<file path="config.mk">
export PLATFORM = sky130hd
export DESIGN_NAME = xup_sipo_nbit
export DESIGN_NICKNAME = d
export VERILOG_FILES = /design/src/rtl/xup_sipo_nbit.sv
export SDC_FILE = /design/constraint.sdc
export NUM_CORES = 1
export LEC_CHECK = 0
export BUFFER_PORTS_ARGS = -buffer_cell sky130_fd_sc_hd__buf_2
export CAP_MARGIN = 20
export CORE_ASPECT_RATIO = 0.9
export CORE_UTILIZATION = 44
export CTS_CLUSTER_SIZE = 12
export DETAILED_ROUTE_END_ITERATION = 7
export HOLD_SLACK_MARGIN = 0.02
export PLACE_DENSITY = 0.73
export SLEW_MARGIN = 10
export SYNTH_ARGS = -nofsm -noshare
export SYNTH_HDL_FRONTEND = slang
export SYNTH_SLANG_ARGS = --single-unit
</file>
<file path="constraint.sdc">
create_clock -name clk -period 2.3 [get_ports clk]
set_clock_uncertainty 0.2 [all_clocks]
set_input_delay 0.115 -clock clk [delete_from_list [all_inputs] [get_ports clk]]
set_output_delay 0.115 -clock clk [all_outputs]
set_load 0.05 [all_outputs]
</file>
<file path="src/rtl/xup_sipo_nbit.sv">
// xup_sipo_nbit: serial-in parallel-out word assembler with ready/valid output and sticky overrun.
// Define XUP_SIPO_PARITY_EN to append one even-parity bit to every word.
module xup_sipo_nbit #(
    parameter int SIZE  = 6,
    parameter int DELAY = 4
) (
    input  logic            clk,
    input  logic            resetn,
    input  logic            serial_in,
    input  logic            serial_valid,
    input  logic            dir,
    input  logic            clear,
    output logic [SIZE-1:0] parallel_out,
    output logic            out_valid,
    input  logic            out_ready,
    output logic            overrun,
    output logic            parity_err
);
    localparam int CW = $clog2(SIZE + 1);

    if (SIZE < 2 || SIZE > 32 || DELAY < 0) begin : g_bad_param
        $error("xup_sipo_nbit: SIZE must be 2..32 and DELAY non-negative");
    end

`ifdef XUP_SIPO_PARITY_EN
    typedef enum logic [1:0] {IDLE, SHIFT, PARITY} state_t;
`else
    typedef enum logic {IDLE, SHIFT} state_t;
`endif

    state_t          state_q, state_d;
    logic [CW-1:0]   cnt_q, cnt_d;
    logic [SIZE-1:0] sr_q, sr_d, pout_q, pout_d, sr_shift, word;
    logic            dir_q, dir_d, valid_q, valid_d, overrun_q, overrun_d, perr_q, perr_d;
    logic            dir_eff, last, done, perr_new;

    // The first bit of a word uses the live dir input; later bits use the latched copy.
    assign dir_eff  = (state_q == IDLE) ? dir : dir_q;
    assign sr_shift = dir_eff ? {serial_in, sr_q[SIZE-1:1]} : {sr_q[SIZE-2:0], serial_in};
    assign last     = cnt_q == CW'(SIZE - 1);

    always_comb begin
        state_d   = state_q;
        cnt_d     = cnt_q;
        sr_d      = sr_q;
        dir_d     = dir_q;
        pout_d    = pout_q;
        valid_d   = valid_q;
        overrun_d = overrun_q;
        perr_d    = perr_q;
        done      = 1'b0;
        word      = sr_shift;
        perr_new  = 1'b0;
        if (valid_q && out_ready)
            valid_d = 1'b0;
        if (clear) begin
            state_d   = IDLE;
            cnt_d     = '0;
            overrun_d = 1'b0;
        end else if (serial_valid) begin
`ifdef XUP_SIPO_PARITY_EN
            if (state_q == PARITY) begin
                done     = 1'b1;
                word     = sr_q;
                perr_new = ^{sr_q, serial_in};
            end else begin
                sr_d    = sr_shift;
                cnt_d   = cnt_q + CW'(1);
                state_d = last ? PARITY : SHIFT;
                dir_d   = dir_eff;
            end
`else
            sr_d    = sr_shift;
            cnt_d   = cnt_q + CW'(1);
            state_d = SHIFT;
            dir_d   = dir_eff;
            done    = last;
`endif
            if (done) begin
                state_d = IDLE;
                cnt_d   = '0;
                if (!valid_q || out_ready) begin
                    pout_d  = word;
                    valid_d = 1'b1;
                    perr_d  = perr_new;
                end else begin
                    overrun_d = 1'b1;
                end
            end
        end
    end

    always_ff @(posedge clk) begin
        if (!resetn) begin
            state_q   <= IDLE;
            cnt_q     <= '0;
            sr_q      <= '0;
            dir_q     <= 1'b0;
            pout_q    <= '0;
            valid_q   <= 1'b0;
            overrun_q <= 1'b0;
            perr_q    <= 1'b0;
        end else begin
            state_q   <= state_d;
            cnt_q     <= cnt_d;
            sr_q      <= sr_d;
            dir_q     <= dir_d;
            pout_q    <= pout_d;
            valid_q   <= valid_d;
            overrun_q <= overrun_d;
            perr_q    <= perr_d;
        end
    end

    assign parallel_out = pout_q;
    assign out_valid    = valid_q;
    assign overrun      = overrun_q;
    assign parity_err   = perr_q;
endmodule
</file>
# Word-level counts from Yosys, hierarchy flattened
# Cells that the tools add are included.
[classes]
add_sub_neg = 1
n_eq_ne = 1
reduce_logical = 7
n_bitwise = 3
muxes = 9
[ops]
columns = ["operator", "n"]
rows = [
  ["two-way mux 1 bit", 7],
  ["two-way mux 6 bit", 1],
  ["AND reduction 4 bit", 1],
  ["adder 3 x 1 -> 3 bit (second input constant)", 1],
  ["equality test 3 bit (second input constant)", 1],
  ["two-way mux 3 bit", 1],
  ["inverter 1 bit", 3],
  ["AND reduction 3 bit", 1],
  ["AND reduction 2 bit", 1],
  ["OR reduction 2 bit", 1],
  ["logical AND 1 bit", 1],
  ["logical NOT 1 bit", 1],
  ["logical OR 1 bit", 1],
]
[totals]
wordCells = 28
output_inout_bits = 9
reg_bits = 19
input_bits = 7

# Logic depth before layout (Yosys ltp)
# Gate-level depths: netlist (run 1).
[logic_depth]
depth_word = 6
mapped_depth = 5

# Worst setup path after synthesis (run 1)
# No wires, ideal clock.
[synth_path]
path_type = "register -> register"
start = "register valid_q, in the netlist out_valid"
end = "register pout_q[5], in the netlist parallel_out[5]"
path_buffers = 2
period_less_slack_ps = 1780
setup_ps = 79
arrival_time_ps = 1501
path_stages_with_launch = 6
setup_slack_ps = 520
path_cell_list = "dfxtp_1 or2b_1 buf_6 and3_4 buf_6 a211oi_2"
[synth_between]
elab_chain_cells = 3
[synth_lines]
columns = ["element", "line", "rtl"]
rows = [
  ["start: declaration", "34", "logic dir_q, dir_d, valid_q, valid_d, overrun_q, overrun_d, perr_q, perr_d;"],
  ["start signal: assignment", "109", "valid_q <= valid_d;"],
  ["logical NOT 1 bit", "82", "if (!valid_q || out_ready) begin"],
  ["logical OR 1 bit", "82", ""],
  ["AND reduction 4 bit (no source line)", "-", ""],
  ["end signal: assignment", "108", "pout_q <= pout_d;"],
  ["end: declaration", "33", "logic [SIZE-1:0] sr_q, sr_d, pout_q, pout_d, sr_shift, word;"],
]
# No other way between the ends.
# A chain may end at the register's enable or synchronous reset.

# Final worst setup path (run 1)
[layout_path]
start = "input serial_valid"
end = "register sr_q[1]"
[layout_between]
elab_chain_cells = 1
[layout_lines]
columns = ["element", "line", "rtl"]
rows = [
  ["start: declaration", "10", "input logic serial_valid,"],
  ["AND reduction 2 bit (no source line)", "-", ""],
  ["end signal: assignment", "106", "sr_q <= sr_d;"],
  ["end: declaration", "33", ""],
]
# No other way between the ends.

==> results of run 1 <==
==> worst max-delay path: stages <==
cell	delay, ps
dlygate4sd3_1	520
buf_2	150
nor2b_1	680
o21ai_0	220
a21oi_1	190
==> through the flow <==
step,hold slack [ps],area (sq um),std cells
final,86.98,945.9,122
after global routing,128.4,945.9,122
after CTS,71.26,945.9,122
after detailed placement,228.1,879.6,114
after global placement,220.5,879.6,114
after floorplan,53.37,825.8,81
==> worst paths after layout <==
| path | startpoint | endpoint | slack [ps] | cells after the start |
|---|---|---|---|---|
| setup / recovery | serial_valid | sr_q[1] | 440 | 5 |
| setup reg to reg | state_q | sr_q[1] | 680 | 3 |
| hold / removal | clear | sr_q[3] | 90 | 3 |
| hold reg to reg | overrun | overrun | 280 | 2 |
==> power groups by stage <==
| stage | combinational (mW) | clock [mW] | sequential, mW |
|---|---|---|---|
| 2_1_floorplan | 0.0417 | 0 | 0.352 |
| 3_3_place_gp | 0.0542 | 0 | 0.354 |
| 3_5_place_dp | 0.0555 | 0 | 0.354 |
| 4_1_cts | 0.0614 | 0.167 | 0.347 |
| 5_1_grt | 0.0676 | 0.183 | 0.348 |
| 6_report | 0.0616 | 0.166 | 0.347 |
==> layout make-up <==
type | count | area, sq um
sequential | 19 | 380.4
inverter | 3 | 11.26
timing repair buffer | 18 | 110.1
tap | 24 | 30.03
clock buffer | 4 | 26.28
fill | 177 | 770.7
multi-input combinational | 54 | 387.9
==> state kept, by name (all words and copies together), names as in the netlist <==
signal,cells
cnt_q,3
dir_q,1
out_valid,1
overrun,1
parallel_out,6
sr_q,6
state_q,1
==> cells in the mapped netlist (2+ instances only) <==
master,instances
dfxtp_1,19
a21oi_1,8
a31oi_1,7
mux2i_1,7
a211oi_2,6
nor2_1,6
o21ai_0,6
nand2_1,4
buf_6,3
inv_1,2
==> timing repair <==
item,4_1_cts,5_1_grt
setup endpoints to repair,0,0
hold endpoints to repair,10,0
hold buffers,4,0
buffers inserted,0,0
==> cells by family (layout without fill, tap and decap cells) <==
group,Yosys count,count (layout),share of synthesized area (%)
AND/OR/NAND/NOR,16,16,10.45
XOR/XNOR,1,1,1.061
AO/OA/AOI/OAI,28,28,23.79
flip-flops,19,19,46.06
multiplexers,8,8,11.21
buffers and inverters,8,25,6.969
other,1,1,0.4541
==> per-layer routing <==
layer / up-vias / share of wire [%]
met1: 305 / 50
met4: 0 / 0
met5: - / 0
met2: 19 / 45
li1: 329 / -
met3: 0 / 4.5
==> flow_summary.yaml, run 1 <==
yosys:
  synthArstFlopShare_pct: 0
  syn_area_per_cell_sq_um: 10.19
  yosys_most_used_dff: "dfxtp_1"
  synth_cells: 81
  ys_ff_latch: 19
  synthTopCellsByArea: "dfxtp_1 46%, a211oi_2 9.1%, mux2i_1 8.5%, a31oi_1 5.3%, a21oi_1 4.8%"
  synth_top_area_share_pct: 46.06
  synth_cell_types: 23
  ys_seq_area_share_pct: 46.06
  yosysWarnings: 0
  synth.largest_area_cell: "dfxtp_1"
  synth_fp_nets: 88
  synth-edff-count: 0
  syn_area_sq_um: 825.8
sta:
  fin_crit_sh_pct: 81.00
  setup_viol: 0
  setup-tns-final_ps: 0
  tightest_slew_ps: 832.1
  max_freq_mhz: 536.8
  hold_violations: 0
  timing.slew.headroom_pct: 44.41
  slew_viol_final: 0
  setup_ws_ps: 436.9
  period_needed_ps: 1863
  rsz0062_at_grt: "no"
clocking:
  cts_resized: 0
  cts_buffers: 3
  clk_latency_ps: 290
  clockBufferDepth: 2
  cts_tree: "built"
  htreeDepth: 1
  clk_pin_slew_worst_paths_ps: 110
  cts.sinks: 19
  root_buffer: "clkbuf_4"
routing:
  wl_per_cell_um: 13.37
  drt_first_pass_iters: 4
  via_per_inst: 5.352
  drc: 0
  first_iter_violations: 25
  vias: 653
  ant_nets: 0
  totalWireLength_um: 1631
global_route:
  grt_busiest_layer: "met1"
  use_met3_pct: 5.106
  use_met2_pct: 26.03
  antenna_found_initial: 0
  grt_pass1_vias: 574
  grt_max_degree: 15
  gr-total-overflow: 0
  grt_first_pass_wirelength_um: 2580
  grtUsageTotal_pct: 17.85
  grt_use_met1_pct: 26.19
die:
  die_area_sq_um: 2054
  rows: 14
  start_util_pct: 48.10
  num_io_pins: 16
  die_h_um: 43.10
  die_w_um: 47.67
  coreArea_sq_um: 1717
placed_design:
  dp_worst_setup_slack_ps: 700.7
  dp_hpwl_um: 1140
  gp_congestion: 0.8516
  io_buffers: 14
worst_hold_path:
  hp-class: "in2reg"
setup_path:
  cp.required_ps: 2320
  crit_path_start_kind: "input pin"
  path_max_fanout: 14
  worstSetupPathType: "in2reg"
  endpoint_kind: "flop"
  cp_data_arrival_time_ps: 1880
pwr:
  p_clk_share_pct: 29.0
  swShare_pct: 25.03
  power.density_nw_per_um2: 607.9
  power_switching_mw: 0.1439
  power.total_mw: 0.5750
  leakage_nw: 0.3780
  p_int_mw: 0.4311
  vdd_drop_max_v: 0.0004393
  combinationalPowerShare_pct: 10.7
  seq_power_share_pct: 60.3
layout:
  fin_util_pct: 55.10
  nNetsFinal: 106
  layout_commonest_cell: "dfxtp_1"
  drive_above_1_share_pct: 25.51
  diodes: 0
  layout_common_cells: "19 x dfxtp_1, 14 x buf_2, 8 x a21oi_1"
  syn_to_final_growth_pct: 14.55
outcome:
  run_status: "complete, no violations"
job:
  maxCapViolCount: 0
Power figures use the tool's default switching activity.
==> run 2, diff against run 1 <==
- ABC_AREA: not set -> 1
- PLACE_DENSITY: 0.73 -> 0.74
- clock period: 2.3 -> 1.7 ns (I/O delays scaled with it)
==> flow_summary.yaml, run 2 <==
setup_path:
  crit_path_start_kind: "input pin"
  crit_slowest_cell: "dlygate4sd3_1"
  reg2reg_to: "parallel_out[1]"
  r2r_start: "out_valid"
  cp_data_arrival_time_ps: 1520
  path_depth: 9
  cp.required_ps: 1730
  slowest_delay_ps: 530
  worstSetupPathType: "in2reg"
  endpoint_kind: "flop"
  ff2ff_setup_slack_ps: 310
  crit_buf_inv: 3
  path_max_fanout: 11
  path_delay_family: "buffers and inverters"
  r2r_cells: 7
  path_cells: "dlygate4sd3_1 > buf_2 > inv_2 > nor2_4 > nand2_2 > nor2_4 > nand2_1 > nand2_1 > nor2_1"
die:
  num_io_pins: 16
  die_h_um: 46.37
  rows: 15
  start_util_pct: 48.36
  die_area_sq_um: 2378
  die_w_um: 51.29
  coreArea_sq_um: 1989
yosys:
  synthSimpleGateAreaFrac_pct: 35.89
  ys_seq_area_share_pct: 39.53
  synthArstFlopShare_pct: 0
  synth-edff-count: 0
  synth.most_common_cell: "nand2_1"
  synth_fp_nets: 155
  synth_top_family_by_area: "simple AND/OR/NAND/NOR gates"
  ys_ff_latch: 19
  synthAdderAreaFrac_pct: 0
  synth_compound_area_share_pct: 7.672
  syn_area_per_cell_sq_um: 6.501
  synth_cells: 148
  synth_cell_types: 17
  synth_xor_area_share_pct: 0
  syn_area_sq_um: 962.2
  synthTopCellsByArea: "dfxtp_1 40%, nand2_1 17%, inv_1 13%, nand3_1 7.3%, a21oi_1 5.2%"
  synth_commonest_cells: "44 x nand2_1, 33 x inv_1, 19 x dfxtp_1"
  synthMuxAreaShare_pct: 0
  yosysWarnings: 0
  synth_top_area_share_pct: 39.53
  yosys_most_used_dff: "dfxtp_1"
  synth.largest_area_cell: "dfxtp_1"
routing:
  via_per_inst: 4.655
  first_iter_violations: 30
  wl_per_cell_um: 10.00
  drt_first_pass_iters: 4
  ant_nets: 0
  totalWireLength_um: 1940
  drc: 0
  vias: 903
sta:
  period_needed_ps: 1497
  max_freq_mhz: 668.2
  fin_crit_sh_pct: 88.04
  hold_slack_ps: 282.3
  rsz0062_at_grt: "no"
  hold_violations: 0
  setup_viol: 0
  slew_viol_final: 0
  setup-tns-final_ps: 0
clocking:
  cts_resized: 0
  htreeDepth: 1
  holdBufCountCts: 6
  clk_pin_slew_worst_paths_ps: 110
  root_buffer: "clkbuf_4"
  post_cts.repair.setup_buffers: 0
  cts_tree: "built"
  clockBufferDepth: 2
  cts.sinks: 19
  cts_buffers: 3
  clk_latency_ps: 310
worst_hold_path:
  min_to: "overrun"
  hp-class: "reg2reg"
  hold_depth: 2
  hp-start: "overrun"
layout:
  instances_no_fill: 194
  syn_to_final_growth_pct: 17.17
  fin_util_pct: 56.67
  layout_commonest_cell: "nand2_1"
  drive_above_1_share_pct: 15.98
  diodes: 0
  fill_cells: 204
  nNetsFinal: 177
  layout_common_cells: "44 x nand2_1, 33 x inv_1, 19 x dfxtp_1"
  finalInstanceArea_sq_um: 1127
placed_design:
  place_area_sq_um: 1040
  post-place-cells: 184
  dp_hpwl_um: 1462
  gp_congestion: 0.9192
  io_buffers: 14
global_route:
  grt_pass1_vias: 748
  grt_max_degree: 12
  gr-total-overflow: 0
  grtUsageTotal_pct: 18.74
  grt_first_pass_wirelength_um: 3153
  antenna_found_initial: 0
pwr:
  power.density_nw_per_um2: 731.9
  leakage_nw: 0.5729
  vdd_drop_max_v: 0.0004420
outcome:
  run_status: "complete, no violations"
job:
  maxCapViolCount: 0
## run 2: changes by cell type after synthesis, moves of 2 or more
| cell | change |
|---|---|
| inv_1 | +31 |
| inv_2 | +3 |
| buf_6 | -2 |
| o21ai_0 | -4 |
| a211oi_2 | -6 |
| nand2_1 | +40 |
| a21oi_1 | +2 |
| nor2_4 | +4 |
| nor2_1 | +5 |
| mux2i_1 | -7 |
| nand3_1 | +14 |
| a31oi_1 | -6 |
## run 2: area by class of cell
cell class                 instances  area (sq um)  share of cell area (%)
clock buffer                       3         22.52                   1.998
clock inverter                     1         5.005                  0.4440
inverter                          36         135.1                   11.99
multi-input combinational         90         422.9                   37.51
sequential                        19         380.4                   33.74
tap                               25         31.28                   2.775
timing repair buffer              20         130.1                   11.54
## run 2: cells by family after synthesis
logic type,count (synthesis)
other cells,1
simple gates,75
buf+inv,39
flops,19
compound gates,14
## run 2: worst max path at each step
stage	end	startpoint	slack, ps
final	parallel_out[5]	serial_valid	200
after global routing	parallel_out[3]	serial_valid	130
after CTS	parallel_out[5]	clear	220
after detailed placement	parallel_out[2]	out_valid	320
after global placement	parallel_out[0]	out_valid	370
after floorplan	parallel_out[0]	out_valid	140
## run 2: stage by stage
| step | total power, mW | setup WS (ps) |
|---|---|---|
| 2_1_floorplan | 0.5602 | 138.4 |
| 3_3_place_gp | 0.5798 | 367.4 |
| 3_5_place_dp | 0.5834 | 318.4 |
| 4_1_cts | 0.8344 | 221.1 |
| 5_1_grt | 0.8670 | 134.6 |
| 6_report | 0.8251 | 203.3 |
## run 2: routing by layer
| layer | GRT usage (%) | part of all wire, % | vias up |
|---|---|---|---|
| li1 | - | - | 485 |
| met1 | 21.63 | 48 | 392 |
| met2 | 31.58 | 45 | 22 |
| met3 | 5.941 | 4.5 | 4 |
| met4 | 9.730 | 2.0 | 0 |
| met5 | 0 | 0 | - |
## run 2: where the power goes
part / switching [mW] / internal (mW)
registers: 0.00623 / 0.459
logic: 0.0751 / 0.0438
clock network: 0.153 / 0.0881
## run 2: worst reg2reg max path, delay by kind of cell (launching register included)
| family | cells | cell delay (ps) |
|---|---|---|
| simple gates | 4 | 510 |
| buf+inv | 3 | 250 |
| flops | 1 | 340 |
